===== config.mk =====
export PLATFORM = sky130hd
export DESIGN_NAME = pipelined_addsub_rca_flat
export DESIGN_NICKNAME = d
export VERILOG_FILES = /design/src/rtl/pipelined_addsub_rca_if.sv /design/src/rtl/pipelined_addsub_rca.sv /design/src/flat_wrapper.sv
export SDC_FILE = /design/constraint.sdc
export NUM_CORES = 1
export LEC_CHECK = 0
export ABC_AREA = 0
export CORE_MARGIN = 2
export CORE_UTILIZATION = 57
export CTS_BUF_LIST = sky130_fd_sc_hd__clkbuf_2 sky130_fd_sc_hd__clkbuf_4 sky130_fd_sc_hd__clkbuf_8
export DETAILED_ROUTE_END_ITERATION = 12
export PLACE_DENSITY = 0.93
export REMOVE_ABC_BUFFERS = 1
export SLEW_MARGIN = 5
export SYNTH_ARGS = -nofsm -noshare
export SYNTH_HDL_FRONTEND = slang
export SYNTH_SLANG_ARGS = --single-unit

===== constraint.sdc =====
create_clock -name clk -period 3.15 [get_ports clk]
set_input_delay 0.315 -clock clk [delete_from_list [all_inputs] [get_ports clk]]
set_output_delay 0.315 -clock clk [all_outputs]
set_load 0.03 [all_outputs]

===== src/rtl/pipelined_addsub_rca_if.sv =====
// rtl/pipelined_addsub_rca_if.sv - operand/result handshake bundle for the pipelined add/sub unit

interface pipelined_addsub_rca_if #(
    parameter int WIDTH = 16
);
    logic             in_valid;
    logic             in_ready;
    logic             sub;
    logic [WIDTH-1:0] a;
    logic [WIDTH-1:0] b;
    logic             cin;
    logic             out_valid;
    logic             out_ready;
    logic [WIDTH-1:0] s;
    logic             cout;
    logic             ovf;
    logic             zero;

    modport master (
        output in_valid, sub, a, b, cin, out_ready,
        input  in_ready, out_valid, s, cout, ovf, zero
    );

    modport slave (
        input  in_valid, sub, a, b, cin, out_ready,
        output in_ready, out_valid, s, cout, ovf, zero
    );
endinterface


===== src/rtl/pipelined_addsub_rca.sv =====
// rtl/pipelined_addsub_rca.sv - pipelined ripple-carry add/subtract, one CHUNK-bit slice per stage

module pipelined_addsub_rca #(
    parameter int WIDTH = 16,
    parameter int CHUNK = 4
) (
    input  logic                    clk,
    input  logic                    rst_n,
    pipelined_addsub_rca_if.slave   bus
);
    localparam int STAGES = WIDTH / CHUNK;
    localparam int LAST   = STAGES - 1;
    localparam int IW     = (WIDTH > 1) ? $clog2(WIDTH) : 1;

    // Whole pipe moves together; it only holds when a finished result is refused.
    logic             adv;
    logic [WIDTH-1:0] b_eff;
    logic             cin_eff;

    // Per-stage registers: operands ride along (input skew) and finished low
    // chunks accumulate in s_q (output de-skew) so all bits leave together.
    logic [STAGES-1:0] v_q;
    logic [STAGES-1:0] c_q;
    logic [WIDTH-1:0]  a_q [STAGES];
    logic [WIDTH-1:0]  b_q [STAGES];
    logic [WIDTH-1:0]  s_q [STAGES];
    logic              ovf_q;
    logic              zero_q;

    logic [STAGES-1:0] v_n;
    logic [STAGES-1:0] c_n;
    logic [WIDTH-1:0]  a_n [STAGES];
    logic [WIDTH-1:0]  b_n [STAGES];
    logic [WIDTH-1:0]  s_n [STAGES];
    logic              ovf_n;
    logic              zero_n;

    assign adv          = bus.out_ready | ~v_q[LAST];
    assign bus.in_ready = adv;

    // Subtraction is a + ~b + 1, so the mode folds into B and the carry-in.
    assign b_eff   = bus.b ^ {WIDTH{bus.sub}};
    assign cin_eff = bus.sub | bus.cin;

    // Ripple one chunk (chunk index k) into a copy of the partial sum; returns {carry, sum}.
    function automatic logic [WIDTH:0] add_chunk(
        input logic [WIDTH-1:0] x,
        input logic [WIDTH-1:0] y,
        input logic [WIDTH-1:0] s_prev,
        input logic             c_in,
        input int               k
    );
        logic [WIDTH-1:0] sum;
        logic             c;
        logic [IW-1:0]    idx;
        sum = s_prev;
        c   = c_in;
        for (int i = 0; i < CHUNK; i++) begin
            idx      = IW'(k * CHUNK + i);
            sum[idx] = x[idx] ^ y[idx] ^ c;
            c        = (x[idx] & y[idx]) | (c & (x[idx] ^ y[idx]));
        end
        return {c, sum};
    endfunction

    // Next-state of every slice: stage 0 takes the bus, stage k takes stage k-1.
    always_comb begin
        v_n[0]            = bus.in_valid;
        a_n[0]            = bus.a;
        b_n[0]            = b_eff;
        {c_n[0], s_n[0]}  = add_chunk(bus.a, b_eff, '0, cin_eff, 0);
        for (int k = 1; k < STAGES; k++) begin
            v_n[k]           = v_q[k-1];
            a_n[k]           = a_q[k-1];
            b_n[k]           = b_q[k-1];
            {c_n[k], s_n[k]} = add_chunk(a_q[k-1], b_q[k-1], s_q[k-1], c_q[k-1], k);
        end
        // Carry into the MSB is recovered as a ^ b ^ s at that bit.
        ovf_n  = c_n[LAST] ^ a_n[LAST][WIDTH-1] ^ b_n[LAST][WIDTH-1] ^ s_n[LAST][WIDTH-1];
        zero_n = (s_n[LAST] == '0);
    end

    // Stage registers and output flags; everything shifts on adv, holds otherwise.
    always_ff @(posedge clk or negedge rst_n) begin
        if (!rst_n) begin
            v_q    <= '0;
            c_q    <= '0;
            ovf_q  <= 1'b0;
            zero_q <= 1'b0;
            for (int k = 0; k < STAGES; k++) begin
                a_q[k] <= '0;
                b_q[k] <= '0;
                s_q[k] <= '0;
            end
        end else if (adv) begin
            v_q    <= v_n;
            c_q    <= c_n;
            ovf_q  <= ovf_n;
            zero_q <= zero_n;
            for (int k = 0; k < STAGES; k++) begin
                a_q[k] <= a_n[k];
                b_q[k] <= b_n[k];
                s_q[k] <= s_n[k];
            end
        end
    end

    assign bus.out_valid = v_q[LAST];
    assign bus.s         = s_q[LAST];
    assign bus.cout      = c_q[LAST];
    assign bus.ovf       = ovf_q;
    assign bus.zero      = zero_q;

endmodule


===== src/flat_wrapper.sv =====
// flat-port wrapper written by rule: the top's interface ports become plain ports
module pipelined_addsub_rca_flat 
#(
    parameter int WIDTH = 16,
    parameter int CHUNK = 4
)
  (clk, rst_n, bus_in_valid, bus_sub, bus_a, bus_b, bus_cin, bus_out_ready, bus_in_ready, bus_out_valid, bus_s, bus_cout, bus_ovf, bus_zero);
  pipelined_addsub_rca_if #(.WIDTH(WIDTH)) bus_i ();
  input  logic clk;
  input  logic rst_n;
  input wire logic [$bits(bus_i.in_valid)-1:0] bus_in_valid;
  input wire logic [$bits(bus_i.sub)-1:0] bus_sub;
  input wire logic [$bits(bus_i.a)-1:0] bus_a;
  input wire logic [$bits(bus_i.b)-1:0] bus_b;
  input wire logic [$bits(bus_i.cin)-1:0] bus_cin;
  input wire logic [$bits(bus_i.out_ready)-1:0] bus_out_ready;
  output wire logic [$bits(bus_i.in_ready)-1:0] bus_in_ready;
  output wire logic [$bits(bus_i.out_valid)-1:0] bus_out_valid;
  output wire logic [$bits(bus_i.s)-1:0] bus_s;
  output wire logic [$bits(bus_i.cout)-1:0] bus_cout;
  output wire logic [$bits(bus_i.ovf)-1:0] bus_ovf;
  output wire logic [$bits(bus_i.zero)-1:0] bus_zero;
  assign bus_i.in_valid = bus_in_valid;
  assign bus_i.sub = bus_sub;
  assign bus_i.a = bus_a;
  assign bus_i.b = bus_b;
  assign bus_i.cin = bus_cin;
  assign bus_i.out_ready = bus_out_ready;
  assign bus_in_ready = bus_i.in_ready;
  assign bus_out_valid = bus_i.out_valid;
  assign bus_s = bus_i.s;
  assign bus_cout = bus_i.cout;
  assign bus_ovf = bus_i.ovf;
  assign bus_zero = bus_i.zero;
  pipelined_addsub_rca #(.WIDTH(WIDTH), .CHUNK(CHUNK)) u_core (.clk(clk), .rst_n(rst_n), .bus(bus_i));
endmodule

-- Yosys cells after proc, flatten, opt, wreduce, memory -nomap -nowiden
Cells that the tools add are included.
Widths: inputs -> output; s select.
- bits in registers: 146
- input port bits: 38
- output and inout bits: 21
- bitwise gates (word level): 87
- reduce and logical (&&, ||, !) cells: 1
- operator list (kind ; count):
    $xor 1x1->1 ; 35
    $and 1x1->1 ; 32
    $or 1x1->1 ; 18
    $logic_not 16->1 ; 1
    $xor 16x16->16 ; 1
    $not 1->1 ; 1

-- Depth between registers and ports, before layout
- depth in word-level cells: 12
- mapped depth: 11
- mapped depth without buffers: 10

-- Worst setup path after synthesis
No wires, ideal clock.
- kind: input to register
- start point: input bus_sub
- end point: register u_core.s_q, in the netlist u_core.s_n[35]
- library setup time: 125 ps
- data arrival time: 2517 ps
- setup slack: 508 ps
- stages on the path: 10
- buffers on the path: 2
- cells stage by stage: buf_4 buf_4 xor2_1 fa_1 inv_1 fa_1 fa_1 inv_1 fa_1 mux2_4
- RTL lines (element ; RTL line ; source):
    start, declared ; flat_wrapper.sv:12 ; input wire logic [$bits(bus_i.sub)-1:0] bus_sub;
    end signal, assigned by index ; pipelined_addsub_rca.sv:103 ; s_q[k] <= s_n[k];
    end, declared ; pipelined_addsub_rca.sv:26 ; logic [WIDTH-1:0] s_q [STAGES];

-- Worst setup path after layout
- start point: register u_core.b_q, in the netlist u_core.b_n[12]
- end point: register u_core.zero_q (netlist: u_core.bus.zero)
- word-level cells in the longest chain between the ends: 9
- elaborated cells between the ends (all ways): 13
- those cells by class: bitwise (12); reduce/logical (1)
- ends and longest elaborated chain (element ; RTL line ; source):
    start, declared ; pipelined_addsub_rca.sv:25 ; logic [WIDTH-1:0] b_q [STAGES];
    start signal, assigned by index ; pipelined_addsub_rca.sv:102 ; b_q[k] <= b_n[k];
    $xor 1x1->1 ; pipelined_addsub_rca.sv:60, pipelined_addsub_rca.sv:61 ;
    $and 1x1->1 ; pipelined_addsub_rca.sv:61 ; c = (x[idx] & y[idx]) | (c & (x[idx] ^ y[idx]));
    $or 1x1->1 ; pipelined_addsub_rca.sv:61 ;
    $and 1x1->1 ; pipelined_addsub_rca.sv:61 ;
    $or 1x1->1 ; pipelined_addsub_rca.sv:61 ;
    $and 1x1->1 ; pipelined_addsub_rca.sv:61 ;
    $or 1x1->1 ; pipelined_addsub_rca.sv:61 ;
    $xor 1x1->1 ; pipelined_addsub_rca.sv:60 ; sum[idx] = x[idx] ^ y[idx] ^ c;
    $logic_not 16->1 (*) ; pipelined_addsub_rca.sv:80 ; zero_n = (s_n[LAST] == '0);
    end signal, assigned ; pipelined_addsub_rca.sv:99 ; zero_q <= zero_n;
    end, declared ; pipelined_addsub_rca.sv:28 ; logic zero_q;
Mark *: on every way between the ends. The rest lies on a longest branch, timed or not.
A chain may end at the register's enable or synchronous reset.

==> results by group <==
Logic synthesis
  – Cells after Synth: 315
  – Synthesized flop and latch total: 98
  – Most frequent cell after synthesis: dfrtp_1
  – Yosys cell types: 23
  – Most instantiated cells after synthesis: dfrtp_1 (98), mux2_4 (61), inv_1 (26), a21oi_1 (22), nor2_1 (22)
  – Largest cells by area after synthesis: dfrtp_1 (54%), mux2_4 (20%), fa_1 (7.4%), buf_12 (3.1%), xnor2_1 (2.5%)
  – Mean Syn Cell Area: 14.53 um2
  – Share of the synthesized area in the top cell type: 53.60%
  – Area leader, netlist: dfrtp_1
  – Cell Area, Synth: 0.004576 mm2
  – Commonest register cell after synthesis: dfrtp_1
  – Sequential area share after synthesis: 53.60%
  – Yosys warns: 0
  – Ys async rst share: 100.0%
  – EDFF count, synth: 0

Die
  – DIE HEIGHT: 93.60 um
  – Initial Utilization: 58.91%
  – Core ar.: 0.007767 mm2
  – IO Count: 59
  – Die Width: 93.60 um
  – DIE AREA: 0.008760 mm2
  – Row cnt: 32

Setup path
  – FF-to-FF Start: u_core.b_n[12]$_DFFE_PN0P_
  – WP data arrival: 3.06 ns
  – CP Launch Type: register
  – Crit path launch: u_core.b_n[12]$_DFFE_PN0P_
  – Crit end category: register
  – Critical path type: register to register
  – R2r setup slk: 0.36 ns
  – Register-to-Register Path Depth: 10
  – Critical path endpoint: u_core.bus.zero$_DFFE_PN0P_
  – Crit Reg-Reg Endpoint: u_core.bus.zero$_DFFE_PN0P_
  – Crit-path max FO: 3
  – Req. time, crit path: 3.43 ns

Clocking
  – Root Buffer: clkbuf_8
  – Clock sink count: 98
  – Post-CTS resize count: 0
  – Post-CTS Hold Buffers: 0
  – CTS Buf Count: 9
  – CTS tree: done
  – Worst-Skew Late Latency: 0.36 ns
  – Reg clk slew, reported paths: 0.09 ns
  – Postcts setup bufs: 0
  – Depth of the CTS H-tree: 3
  – CTS max path bufs: 2

Global route
  – Global-route wire length before repair: 12230 um
  – Gr ovfl total: 0
  – Largest net degree at the start of global routing: 134
  – Initial antenna violation count: 0
  – Tot GR Track Use: 18.31%
  – Number of global-route vias before repair: 2532

Drt
  – Via count: 2406
  – Drt drc: 0
  – Final WL: 7216 um
  – Routed wire per std cell: 15.13 um
  – Vias/cell: 5.044
  – Drt first pass iters: 4
  – 1st-iter DRT viols: 107
  – DRT antenna net count: 0

Placement
  – Port Buf Inserts: 58
  – Post-DP HPWL: 4901 um
  – GPL Wtd Cong: 0.7395

Hold path
  – Hold Crit Class: input port to async pin

STA
  – Fin. max-slew vios: 0
  – Tightest Pin Transition: 0.9946 ns
  – Final hold vios: 0
  – Worst hold margin: 0.1317 ns
  – Unrepaired setup endpoints after global routing: no
  – Final clock skew: 0.008470 ns
  – Final setup viols: 0
  – Period utilisation layout: 88.50%
  – Slew HR: 33.69%
  – Fin crit period: 2.788 ns
  – Setup TNS: 0 ns
  – FMAX: 358.7 MHz

Flow run
  – Total of max-cap violations: 0

Cells and area
  – N_diodes: 0
  – Final #Nets: 425
  – Layout cells sized above 1: 22.13%
  – Synth-to-Final Area Change: 14.82%

Outcome
  – Run status: finished clean

Power
  – Lkg Pwr: 0.002451 uW
  – Maximum vdd ir drop: 0.4855 mV
  – Pwr Density: 999.3 mW/mm2
==> registers in the layout, indices dropped and copies added, names as in the netlist <==
register / flops
u_core.bus.s: 16
u_core.c_q: 4
u_core.v_q: 4
u_core.a_n: 24
u_core.bus.zero: 1
u_core.s_n: 24
u_core.b_n: 24
u_core.bus.ovf: 1
==> cell families after synthesis <==
kind of cell	Yosys count	share of synthesized area [%]
buffers and inverters	43	7.410
AO/OA/AOI/OAI	35	3.828
flip-flops	98	53.60
multiplexers	62	20.24
XOR/XNOR	17	3.254
adder cells (fa/ha/maj)	17	7.438
AND/OR/NAND/NOR	43	4.239
==> per-stage QoR <==
| step | total power [uW] | util (%) | cell area [um2] | worst slack, ns | std cells |
|---|---|---|---|---|---|
| after CTS | 5301 | 67.64 | 5254 | 0.3791 | 477 |
| final | 5250 | 67.64 | 5254 | 0.3624 | 477 |
| after detailed placement | 4557 | 65.34 | 5075 | 0.1660 | 461 |
| after floorplan | 3864 | - | 4334 | 0.6267 | 298 |
| after global routing | 5618 | 67.64 | 5254 | 0.1820 | 477 |
| after global placement | 4415 | 65.34 | 5075 | 0.2699 | 461 |
==> power breakdown <==
group | switching [uW] | internal (uW)
clock | 417 | 327
sequential | 348 | 1820
combinational | 1050 | 1290
==> metal layers <==
| layer | vias to the layer above | part of all wire (%) | global-route usage [%] | wire, um |
|---|---|---|---|---|
| li1 | 1137 | - | - | - |
| met1 | 1213 | 46 | 24.77 | 3308 |
| met2 | 42 | 49 | 28.96 | 3523 |
| met3 | 14 | 3.2 | 3.304 | 230 |
| met4 | 0 | 2.1 | 8.696 | 155 |
| met5 | - | 0 | 0 | 0 |
==> cells in the final DEF (no fill, tap or decap), types with 3 or more instances in the layout <==
| cell | n |
|---|---|
| dfrtp_1 | 98 |
| o21ai_1 | 6 |
| fa_1 | 17 |
| buf_4 | 3 |
| o21ai_0 | 7 |
| inv_1 | 26 |
| mux2_4 | 61 |
| nand2_1 | 13 |
| a21oi_1 | 22 |
| clkdlybuf4s50_1 | 57 |
| xnor2_1 | 13 |
| clkbuf_8 | 10 |
| xor2_1 | 4 |
| nor2_1 | 22 |
==> worst max-delay path, cell delays in order (launching register included) <==
cell and delay (ns):
dfrtp_1 0.33, inv_1 0.06, fa_1 0.41, inv_1 0.09
fa_1 0.20, fa_1 0.25, inv_1 0.08, fa_1 0.63
nor4b_1 0.40, nand4_1 0.13, mux2i_1 0.15
==> layout make-up <==
cell class | instances | area, um2
fillers | 560 | 2514
flip-flops and latches | 98 | 2452
multi-input cells | 174 | 1784
repair buffers | 61 | 613.1
clock buffers | 12 | 152.6
well taps | 102 | 127.6
inverters | 26 | 97.59
clock inverters | 4 | 26.28
==> how the worst min path moves through the flow <==
stage,endpoint,cells after the start,startpoint
2_1_floorplan,u_core.a_n[12]$_DFFE_PN0P_,0,rst_n
3_3_place_gp,u_core.v_q[3]$_DFFE_PN0P_,1,u_core.v_q[2]$_DFFE_PN0P_
3_5_place_dp,u_core.v_q[3]$_DFFE_PN0P_,1,u_core.v_q[2]$_DFFE_PN0P_
4_1_cts,u_core.s_n[0]$_DFFE_PN0P_,1,rst_n
5_1_grt,u_core.bus.s[1]$_DFFE_PN0P_,1,rst_n
6_report,u_core.s_n[0]$_DFFE_PN0P_,1,rst_n
No activity file was read; power rests on OpenSTA's default activity.
